[src/rtl/tte_pkg.sv]
// -----------------------------------------------------------------------------
// tte_pkg
// Shared definitions for the TTE frame path: descriptor field positions,
// ingress writer state encoding, default frame-length limits, and a helper
// that packs a length descriptor.
// -----------------------------------------------------------------------------
package tte_pkg;

  // Descriptor field positions
  localparam int DESC_ERR_BIT = 15;
  localparam int DESC_PAD_BIT = 14;
  localparam int DESC_LEN_MSB = 10;

  // Frame length limits shared with the downstream processor
  localparam int MAX_FRAME_LEN = 1518;
  localparam int MIN_HDR_LEN   = 14;

  // Ingress writer states
  typedef enum logic [2:0] {
    IDLE  = 3'd0,
    RECV  = 3'd1,
    TRUNC = 3'd2,
    PAD   = 3'd3,
    DROP  = 3'd4
  } state_e;

  // Pack {err, padded, 3'b0, len} into a 16-bit descriptor
  function automatic logic [15:0] make_desc(input logic err,
                                            input logic padded,
                                            input logic [10:0] len);
    logic [15:0] d;
    d                  = 16'h0000;
    d[DESC_ERR_BIT]    = err;
    d[DESC_PAD_BIT]    = padded;
    d[DESC_LEN_MSB:0]  = len;
    return d;
  endfunction

endpackage

[src/rtl/tteframe_ingress_writer_stat_cnt.sv]
// -----------------------------------------------------------------------------
// tte_stat_cnt
// 16-bit statistics counter that wraps modulo 2^16.
// Ports:
//   clk, rstn  clock and asynchronous active-low reset
//   i_inc      increment by one this cycle
//   o_cnt      current count (registered)
// -----------------------------------------------------------------------------
module tte_stat_cnt (
  input  logic        clk,
  input  logic        rstn,
  input  logic        i_inc,
  output logic [15:0] o_cnt
);

  logic [15:0] r_cnt;

  // Wrapping count register
  always_ff @(posedge clk or negedge rstn) begin
    if (!rstn) begin
      r_cnt <= 16'd0;
    end else if (i_inc) begin
      r_cnt <= r_cnt + 16'd1;
    end else begin
      r_cnt <= r_cnt;
    end
  end

  assign o_cnt = r_cnt;

endmodule

[src/rtl/tteframe_ingress_writer.sv]
// -----------------------------------------------------------------------------
// tteframe_ingress_writer
// Takes byte-wide frames from the port RX MAC, writes the stored bytes into
// the data fifo and then commits one length descriptor per frame into the
// pointer fifo. Admission control, truncation at MAX_LEN and zero-padding up
// to MIN_LEN guarantee every descriptor matches bytes already in the data
// fifo and describes at least a full header.
// Ports:
//   clk, rstn        clock, asynchronous active-low reset
//   rx_dv/rx_data    MAC byte stream, rx_err sampled with rx_dv
//   sfifo_wr/din     data fifo write (registered, one cycle after accept)
//   sfifo_space      data fifo free entries (saturating at 4095)
//   ptr_sfifo_wr/din descriptor write {err, padded, 3'b0, len[10:0]}
//   ptr_sfifo_full   descriptor fifo full, checked at admission only
//   frm_cnt          committed frames
//   drop_cnt         dropped frames
//   err_cnt          committed frames with the err bit set
// -----------------------------------------------------------------------------
module tteframe_ingress_writer
  import tte_pkg::*;
#(
  parameter int MAX_LEN = MAX_FRAME_LEN,
  parameter int MIN_LEN = MIN_HDR_LEN
) (
  input  logic        clk,
  input  logic        rstn,
  input  logic        rx_dv,
  input  logic [7:0]  rx_data,
  input  logic        rx_err,
  output logic        sfifo_wr,
  output logic [7:0]  sfifo_din,
  input  logic [11:0] sfifo_space,
  output logic        ptr_sfifo_wr,
  output logic [15:0] ptr_sfifo_din,
  input  logic        ptr_sfifo_full,
  output logic [15:0] frm_cnt,
  output logic [15:0] drop_cnt,
  output logic [15:0] err_cnt
);

  localparam logic [10:0] MAX_LEN_L = 11'(MAX_LEN);
  localparam logic [10:0] MIN_LEN_L = 11'(MIN_LEN);
  localparam logic [11:0] MAX_SPACE = 12'(MAX_LEN);

  state_e      r_state;
  logic [10:0] r_len;
  logic        r_err;
  logic        r_sfifo_wr;
  logic [7:0]  r_sfifo_din;
  logic        r_ptr_wr;
  logic [15:0] r_ptr_din;

  state_e      w_state_nxt;
  logic [10:0] w_len_nxt;
  logic        w_err_nxt;
  logic        w_wr;
  logic [7:0]  w_din;
  logic        w_ptr_wr;
  logic [15:0] w_ptr_din;
  logic        w_drop;
  logic        w_admit;

  // Room for a worst-case frame and a free descriptor slot means the
  // descriptor write at frame end can never hit a full fifo.
  assign w_admit = (sfifo_space >= MAX_SPACE) && !ptr_sfifo_full;

  // State register and registered fifo outputs
  always_ff @(posedge clk or negedge rstn) begin
    if (!rstn) begin
      r_state     <= IDLE;
      r_len       <= 11'd0;
      r_err       <= 1'b0;
      r_sfifo_wr  <= 1'b0;
      r_sfifo_din <= 8'h00;
      r_ptr_wr    <= 1'b0;
      r_ptr_din   <= 16'h0000;
    end else begin
      r_state     <= w_state_nxt;
      r_len       <= w_len_nxt;
      r_err       <= w_err_nxt;
      r_sfifo_wr  <= w_wr;
      r_sfifo_din <= w_din;
      r_ptr_wr    <= w_ptr_wr;
      r_ptr_din   <= w_ptr_din;
    end
  end

  // Next-state, length/err tracking and fifo strobe decode
  always_comb begin
    w_state_nxt = r_state;
    w_len_nxt   = r_len;
    w_err_nxt   = r_err;
    w_wr        = 1'b0;
    w_din       = 8'h00;
    w_ptr_wr    = 1'b0;
    w_ptr_din   = 16'h0000;
    w_drop      = 1'b0;
    case (r_state)
      IDLE: begin
        if (rx_dv) begin
          if (w_admit) begin
            w_wr        = 1'b1;
            w_din       = rx_data;
            w_len_nxt   = 11'd1;
            w_err_nxt   = rx_err;
            w_state_nxt = RECV;
          end else begin
            w_drop      = 1'b1;
            w_state_nxt = DROP;
          end
        end else begin
          w_len_nxt = 11'd0;
          w_err_nxt = 1'b0;
        end
      end
      RECV, TRUNC: begin
        if (rx_dv) begin
          if ((r_state == RECV) && (r_len < MAX_LEN_L)) begin
            w_wr      = 1'b1;
            w_din     = rx_data;
            w_len_nxt = r_len + 11'd1;
            w_err_nxt = r_err | rx_err;
          end else begin
            // Bytes beyond MAX_LEN are discarded; the frame is flagged.
            w_err_nxt   = 1'b1;
            w_state_nxt = TRUNC;
          end
        end else if (r_len >= MIN_LEN_L) begin
          // Frame end: the last data byte is on the fifo port this cycle,
          // so the descriptor lands one cycle behind it.
          w_ptr_wr    = 1'b1;
          w_ptr_din   = make_desc(r_err, 1'b0, r_len);
          w_state_nxt = IDLE;
        end else begin
          w_state_nxt = PAD;
        end
      end
      PAD: begin
        if (r_len < MIN_LEN_L) begin
          w_wr      = 1'b1;
          w_din     = 8'h00;
          w_len_nxt = r_len + 11'd1;
        end else begin
          w_ptr_wr  = 1'b1;
          w_ptr_din = make_desc(1'b1, 1'b1, r_len);
          // A frame that started during padding has lost its head bytes.
          if (rx_dv) begin
            w_drop      = 1'b1;
            w_state_nxt = DROP;
          end else begin
            w_state_nxt = IDLE;
          end
        end
      end
      DROP: begin
        if (!rx_dv) begin
          w_state_nxt = IDLE;
        end else begin
          w_state_nxt = DROP;
        end
      end
      default: begin
        w_state_nxt = IDLE;
      end
    endcase
  end

  tte_stat_cnt u_frm_cnt (
    .clk   (clk),
    .rstn  (rstn),
    .i_inc (w_ptr_wr),
    .o_cnt (frm_cnt)
  );

  tte_stat_cnt u_drop_cnt (
    .clk   (clk),
    .rstn  (rstn),
    .i_inc (w_drop),
    .o_cnt (drop_cnt)
  );

  tte_stat_cnt u_err_cnt (
    .clk   (clk),
    .rstn  (rstn),
    .i_inc (w_ptr_wr & w_ptr_din[DESC_ERR_BIT]),
    .o_cnt (err_cnt)
  );

  assign sfifo_wr      = r_sfifo_wr;
  assign sfifo_din     = r_sfifo_din;
  assign ptr_sfifo_wr  = r_ptr_wr;
  assign ptr_sfifo_din = r_ptr_din;

endmodule

[config.mk]
export PLATFORM = sky130hd
export DESIGN_NAME = tteframe_ingress_writer
export DESIGN_NICKNAME = d
export VERILOG_FILES = /design/src/rtl/tte_pkg.sv /design/src/rtl/tteframe_ingress_writer_stat_cnt.sv /design/src/rtl/tteframe_ingress_writer.sv
export SDC_FILE = /design/constraint.sdc
export NUM_CORES = 1
export LEC_CHECK = 0
export CORE_AREA = 2 2 72 126
export CTS_CLUSTER_SIZE = 24
export DETAILED_ROUTE_END_ITERATION = 10
export DIE_AREA = 0 0 74 128
export PLACE_DENSITY = 0.77
export RECOVER_POWER = 25
export SLEW_MARGIN = 20
export SYNTH_ARGS = -nofsm -noshare
export SYNTH_HDL_FRONTEND = slang
export SYNTH_SLANG_ARGS = --single-unit
[constraint.sdc]
create_clock -name clk -period 3.1 [get_ports clk]
set_clock_uncertainty 0.1 [all_clocks]
set_input_delay 0.62 -clock clk [delete_from_list [all_inputs] [get_ports clk]]
set_output_delay 0.62 -clock clk [all_outputs]
set_load 0.01 [all_outputs]
After elaboration in Yosys (flattened, before gate mapping)
Index checks and enable logic that the tools add are counted.

word-level totals
  register bits after elaboration = 89
  input port bits = 25
  output and inout port bits = 74
  logic and storage cells = 84

cells by class
  add/subtract/negate cells = 4
  magnitude comparators = 4
  eq/ne operators = 11
  muxes and demuxes = 43
  bitwise gates (word level) = 2
  reduce and logical (&&, ||, !) cells = 10

operator list
  operator                                                      number
  two-way mux 11 bit                                            5
  adder 16 x 1 -> 16 bit (second input constant)                3
  two-way mux 16 bit                                            3
  case mux 11 bit (3 select lines)                              1
  two-way mux 8 bit                                             4
  case mux 16 bit (2 select lines)                              1
  two-way mux 3 bit                                             6
  two-way mux 1 bit                                             16
  case mux 8 bit (2 select lines)                               1
  >= comparator 12 x 11 -> 1 bit (second input constant)        1
  case mux 3 bit (4 select lines)                               1
  adder 11 x 1 -> 11 bit (second input constant)                1
  >= comparator 11 x 4 -> 1 bit (second input constant)         1
  less-than comparator 11 bit (second input constant)           1
  less-than comparator 11 x 4 -> 1 bit (second input constant)  1
  != test 2 bit (second input constant)                         5
  equality test 3 x 2 -> 1 bit (second input constant)          2
  != test 3 bit (second input constant)                         2
  case mux 1 bit (2 select lines)                               3
  AND reduction 3 bit                                           2
  AND reduction 5 bit                                           1
  equality test 3 x 1 -> 1 bit (second input constant)          1
  equality test 3 bit (second input constant)                   1
  logical NOT 3 bit                                             1
  other kinds (9)                                               10

Logic depth before layout (Yosys ltp)
  depth after elaboration = 5
  mapped depth = 8
  gate-level depth less buffers = 6

By module
Synthesis repeated with hierarchy kept, for this count alone.

second synthesis, totals
  cell total of the unflattened synthesis = 348
  area total of the unflattened synthesis = 3976.3 sq um

by module, submodules not included
  module                   instances  cells each  area an instance (sq um)  seq. area each (sq um)
  tte_stat_cnt             3          56          695.7                     400.4
  tteframe_ingress_writer  1          180         1889.3                    950.9

Worst setup path before layout
Ideal clock, no wire load.

  path kind = in2reg
  start = input port sfifo_space[11]
  end = register r_len[6]
  library setup time = 0.104 ns
  data arrival time = 2.210 ns
  required time = 2.896 ns
  setup slack = 0.687 ns
  cell stages on the path = 6
  buffers on the path = 1
  cell sequence = nand4b_1 o31a_1 a211o_1 or3_1 buf_6 o41ai_2

on the way
  cells in the longest elaborated chain, start to end = 4

RTL lines
  what                                  RTL line                       source
  start, declared                       tteframe_ingress_writer.sv:32  input logic [11:0] sfifo_space,
  >= comparator 12 x 11 -> 1 bit        tteframe_ingress_writer.sv:65  assign w_admit = (sfifo_space >= MAX_SPACE) && !ptr_sfifo_full;
  logical AND 1 bit                     tteframe_ingress_writer.sv:65
  != test 3 bit (no source line)        n/a
  AND reduction 5 bit (no source line)  n/a
  end signal, assigned                  tteframe_ingress_writer.sv:79  r_len <= w_len_nxt;
  end, declared                         tteframe_ingress_writer.sv:46  logic [10:0] r_len;

Every way passes these cells.
A chain may end at the register's enable or synchronous reset.

Final worst setup path
  start = input port rx_dv
  end = register u_frm_cnt.r_cnt[5] (netlist: u_frm_cnt.o_cnt[5])

on the way
  cells in the longest elaborated chain, start to end = 2

RTL lines
  what                             RTL line                                source
  start, declared                  tteframe_ingress_writer.sv:27           input logic rx_dv,
  two-way mux 1 bit                tteframe_ingress_writer.sv:117          if (rx_dv) begin
  case mux 1 bit (2 select lines)  tteframe_ingress_writer.sv:98           case (r_state)
  end signal, assigned             tteframe_ingress_writer_stat_cnt.sv:23  r_cnt <= r_cnt + 16'd1;
  end signal, assigned             tteframe_ingress_writer_stat_cnt.sv:25  r_cnt <= r_cnt;
  end, declared                    tteframe_ingress_writer_stat_cnt.sv:16  logic [15:0] r_cnt;

Every way passes these cells.

==> results.yml <==
setup_path:
  worst-setup-path-type: "primary input to flip-flop"
  worstSetupEndpointType: "flip-flop"
  crit_arrival_ns: 2.79
  crit_path_start_kind: "primary input"
  crit_start: "rx_dv"
  crit_path_max_fanout: 18
  r2r-start: "r_len[8]"
  cp.required_ns: 3.22
timing:
  rsz0062_at_grt: "no"
  fin_crit_ns: 2.67
  whs_ns: 0.373
  clock.fmax_mhz: 374
  hold_viol: 0
  period_share_pct: 86.2
  slew_headroom_pct: -36.6
  tightest_slew_ns: 2.05
  maxSlewViolCount: 87
  final.setup.tns_ns: 0
  finalSetupViolCount: 0
global_route:
  grt_antenna_before_repair: 0
  grt_pass1_wl_um: 14700
  grt_remaining_overflow: 0
  grt_pass1_vias: 3107
  grt_max_degree: 87
  globalRouteTotalUtil_pct: 20.0
route:
  vias_per_cell: 5.43
  post_drt_wl_per_cell_um: 15.3
  route.detailed.drc: 0
  vias: 3158
  ant_nets: 0
  drtIter0Drc: 161
  drt-pass1-iter-count: 4
  wl_um: 8910
logic_synthesis:
  synth_flop_cell: "dfrtp_1"
  netlist-cell-type-count: 51
  yosysTopAreaCellShare_pct: 54.0
  synth-seq-area-share_pct: 54.0
  synth-edff-count: 0
  syn_area_per_cell_um2: 11.0
  synth-async-reset-ratio_pct: 100
  postSynthCellCount: 363
  synthesis.area_um2: 3980
  ys_seq_elements: 86
  synth_area_leaders: "dfrtp_1 (54%), xnor2_1 (6.2%), xor2_1 (3.7%), and2_1 (3.6%), nand2_1 (2.7%)"
  yosysWarnings: 0
  synth_top_area_cell: "dfrtp_1"
clock_network:
  cts_buffer_depth: 2
  cts_setup_buffers: 0
  htree_levels: 3
  ctsResizeCount: 0
  cts_sinks: 86
  cts.clk_slew.worst_paths_ns: 0.06
  cts_tree: "built"
  cts_hold_buf: 0
  clkLatencyLatePin_ns: 0.33
  numCtsBuffers: 9
  root_buffer: "clkbuf_16"
floorplanning:
  initial_core_util_pct: 46.9
  rows: 45
  fp.dieH_um: 128
  die_width_um: 74
  die_area_um2: 9470
  top_level_ports: 99
  core_area_um2: 8500
power_and_ir_drop:
  p_seq_share_pct: 39.7
  power.leakage_nw: 2.33
  p_int_mw: 2.54
  pwr-share-clk_pct: 29.1
  power_frac_comb_pct: 31.2
  switching_share_pct: 33.2
  powerDensity_nw_per_um2: 712
  power_switching_mw: 1.27
  peakVddDrop_mv: 0.360
cells_and_area:
  area_growth_pct: 34.4
  final_nets: 490
  antennaDiodeCount: 0
  layout-drive-gt1-share_pct: 7.96
outcome:
  outcome: "complete, but fails checks"
  failed_checks: "capacitance limit, slew limit"
place:
  dp_hpwl_um: 6440
  io_buffers: 94
  gp_congestion: 0.833
flow_run:
  drv_cap: 1
hold_path:
  hold_start: "u_frm_cnt.o_cnt[15]"
  hold_class: "flip-flop to flip-flop"
## cell usage in the layout, fill, tap and decap left out, drive strengths merged, types with 8 or more instances in the layout
cell type and n:
and2 23, xnor2 28, nand4 9, inv 8, clkbuf 11, a21oi 9
nand2 29, nor2 10, buf 10, nand3 21, o21ai 8, xor2 17
clkdlybuf4s50 93, and3 10, o31ai 13, dfrtp 86
## power groups by stage
stage	combinational (mW)	sequential (mW)	clock, mW
after floorplan	0.720	1.51	0
after global placement	1.16	1.52	0
after detailed placement	1.19	1.53	0
after CTS	1.20	1.51	1.12
after global routing	1.31	1.54	1.17
final	1.19	1.51	1.11
## state kept, by name, summed over array words and instances, names as in the netlist
name / flops
sfifo_din: 8
r_err: 1
r_state: 3
ptr_sfifo_wr: 1
sfifo_wr: 1
u_drop_cnt.o_cnt: 16
u_err_cnt.o_cnt: 16
r_len: 11
u_frm_cnt.o_cnt: 16
ptr_sfifo_din: 13
## logic make-up (layout without fill, tap and decap cells)
group,count (synthesis),count (layout),share of synthesized area (%)
AO/OA/AOI/OAI,65,65,12.1
XOR/XNOR,45,45,9.89
adder cells (fa/ha/maj),4,4,1.26
buffers and inverters,27,127,3.27
flip-flops,86,86,54.0
multiplexers,3,3,0.848
other,1,3,0.0941
AND/OR/NAND/NOR,132,132,18.5
## path summary, 6_finish.rpt
check / cells after the start / to / slack (ns)
max: 7 / u_frm_cnt.o_cnt[5] / 0.43
max reg2reg: 5 / r_len[6] / 0.54
min reg2reg: 1 / u_frm_cnt.o_cnt[15] / 0.37
min: 1 / u_frm_cnt.o_cnt[15] / 0.37
min in group asynchronous: 1 / ptr_sfifo_din[7] / 0.76
max in group asynchronous: 1 / u_drop_cnt.o_cnt[11] / 0.92
## layer usage
layer  vias to the layer above  wire length (µm)  track usage [%]
met2                        78              5100             35.6
met5                         -                 0                0
li1                       1482                 -                -
met1                      1588              3430             22.3
met3                        10               254             3.77
met4                         0               126             9.41
## critical path: stages
cell             delay (ns)
clkdlybuf4s50_1        0.49
buf_4                  0.20
o21ba_2                0.26
o21bai_1               0.09
nor2_1                 0.72
nand4_1                0.24
xnor2_1                0.18
## cell type report
class | count | area, µm²
clock buffers | 10 | 229
clock inverters | 5 | 75.1
fillers | 691 | 3150
inverters | 8 | 30.0
multi-input cells | 252 | 1710
flip-flops and latches | 86 | 2150
well taps | 117 | 146
repair buffers | 104 | 1010
## cell usage after synthesis (all sizes together), types with 3 or more instances
cell type   n
clkbuf      9
and3       10
xnor2      28
nand2b      5
mux2        3
o21ai       8
buf        10
nand3      21
nor2       10
a31oi       6
o21bai      3
a211oi      7
a21oi       9
dfrtp      86
and4        3
a2111oi     4
and2       23
inv         8
o31ai      13
ha          4
nand2      29
nor4        5
nand4       9
o31a        3
xor2       17
o41ai       3
nor2b       3
## metrics by stage
step | utilization, % | instance area [µm²] | total power [mW] | cells | setup WS [ns]
floorplan | - | 3990 | 2.23 | 365 | 0.687
global placement | 59.4 | 5050 | 2.68 | 567 | 0.0951
detailed placement | 59.4 | 5050 | 2.72 | 567 | 0.0741
CTS | 63.0 | 5360 | 3.83 | 582 | 0.420
global route | 63.0 | 5350 | 4.02 | 582 | 0.253
finish | 63.0 | 5350 | 3.81 | 582 | 0.426
Power figures use the tool's default switching activity.
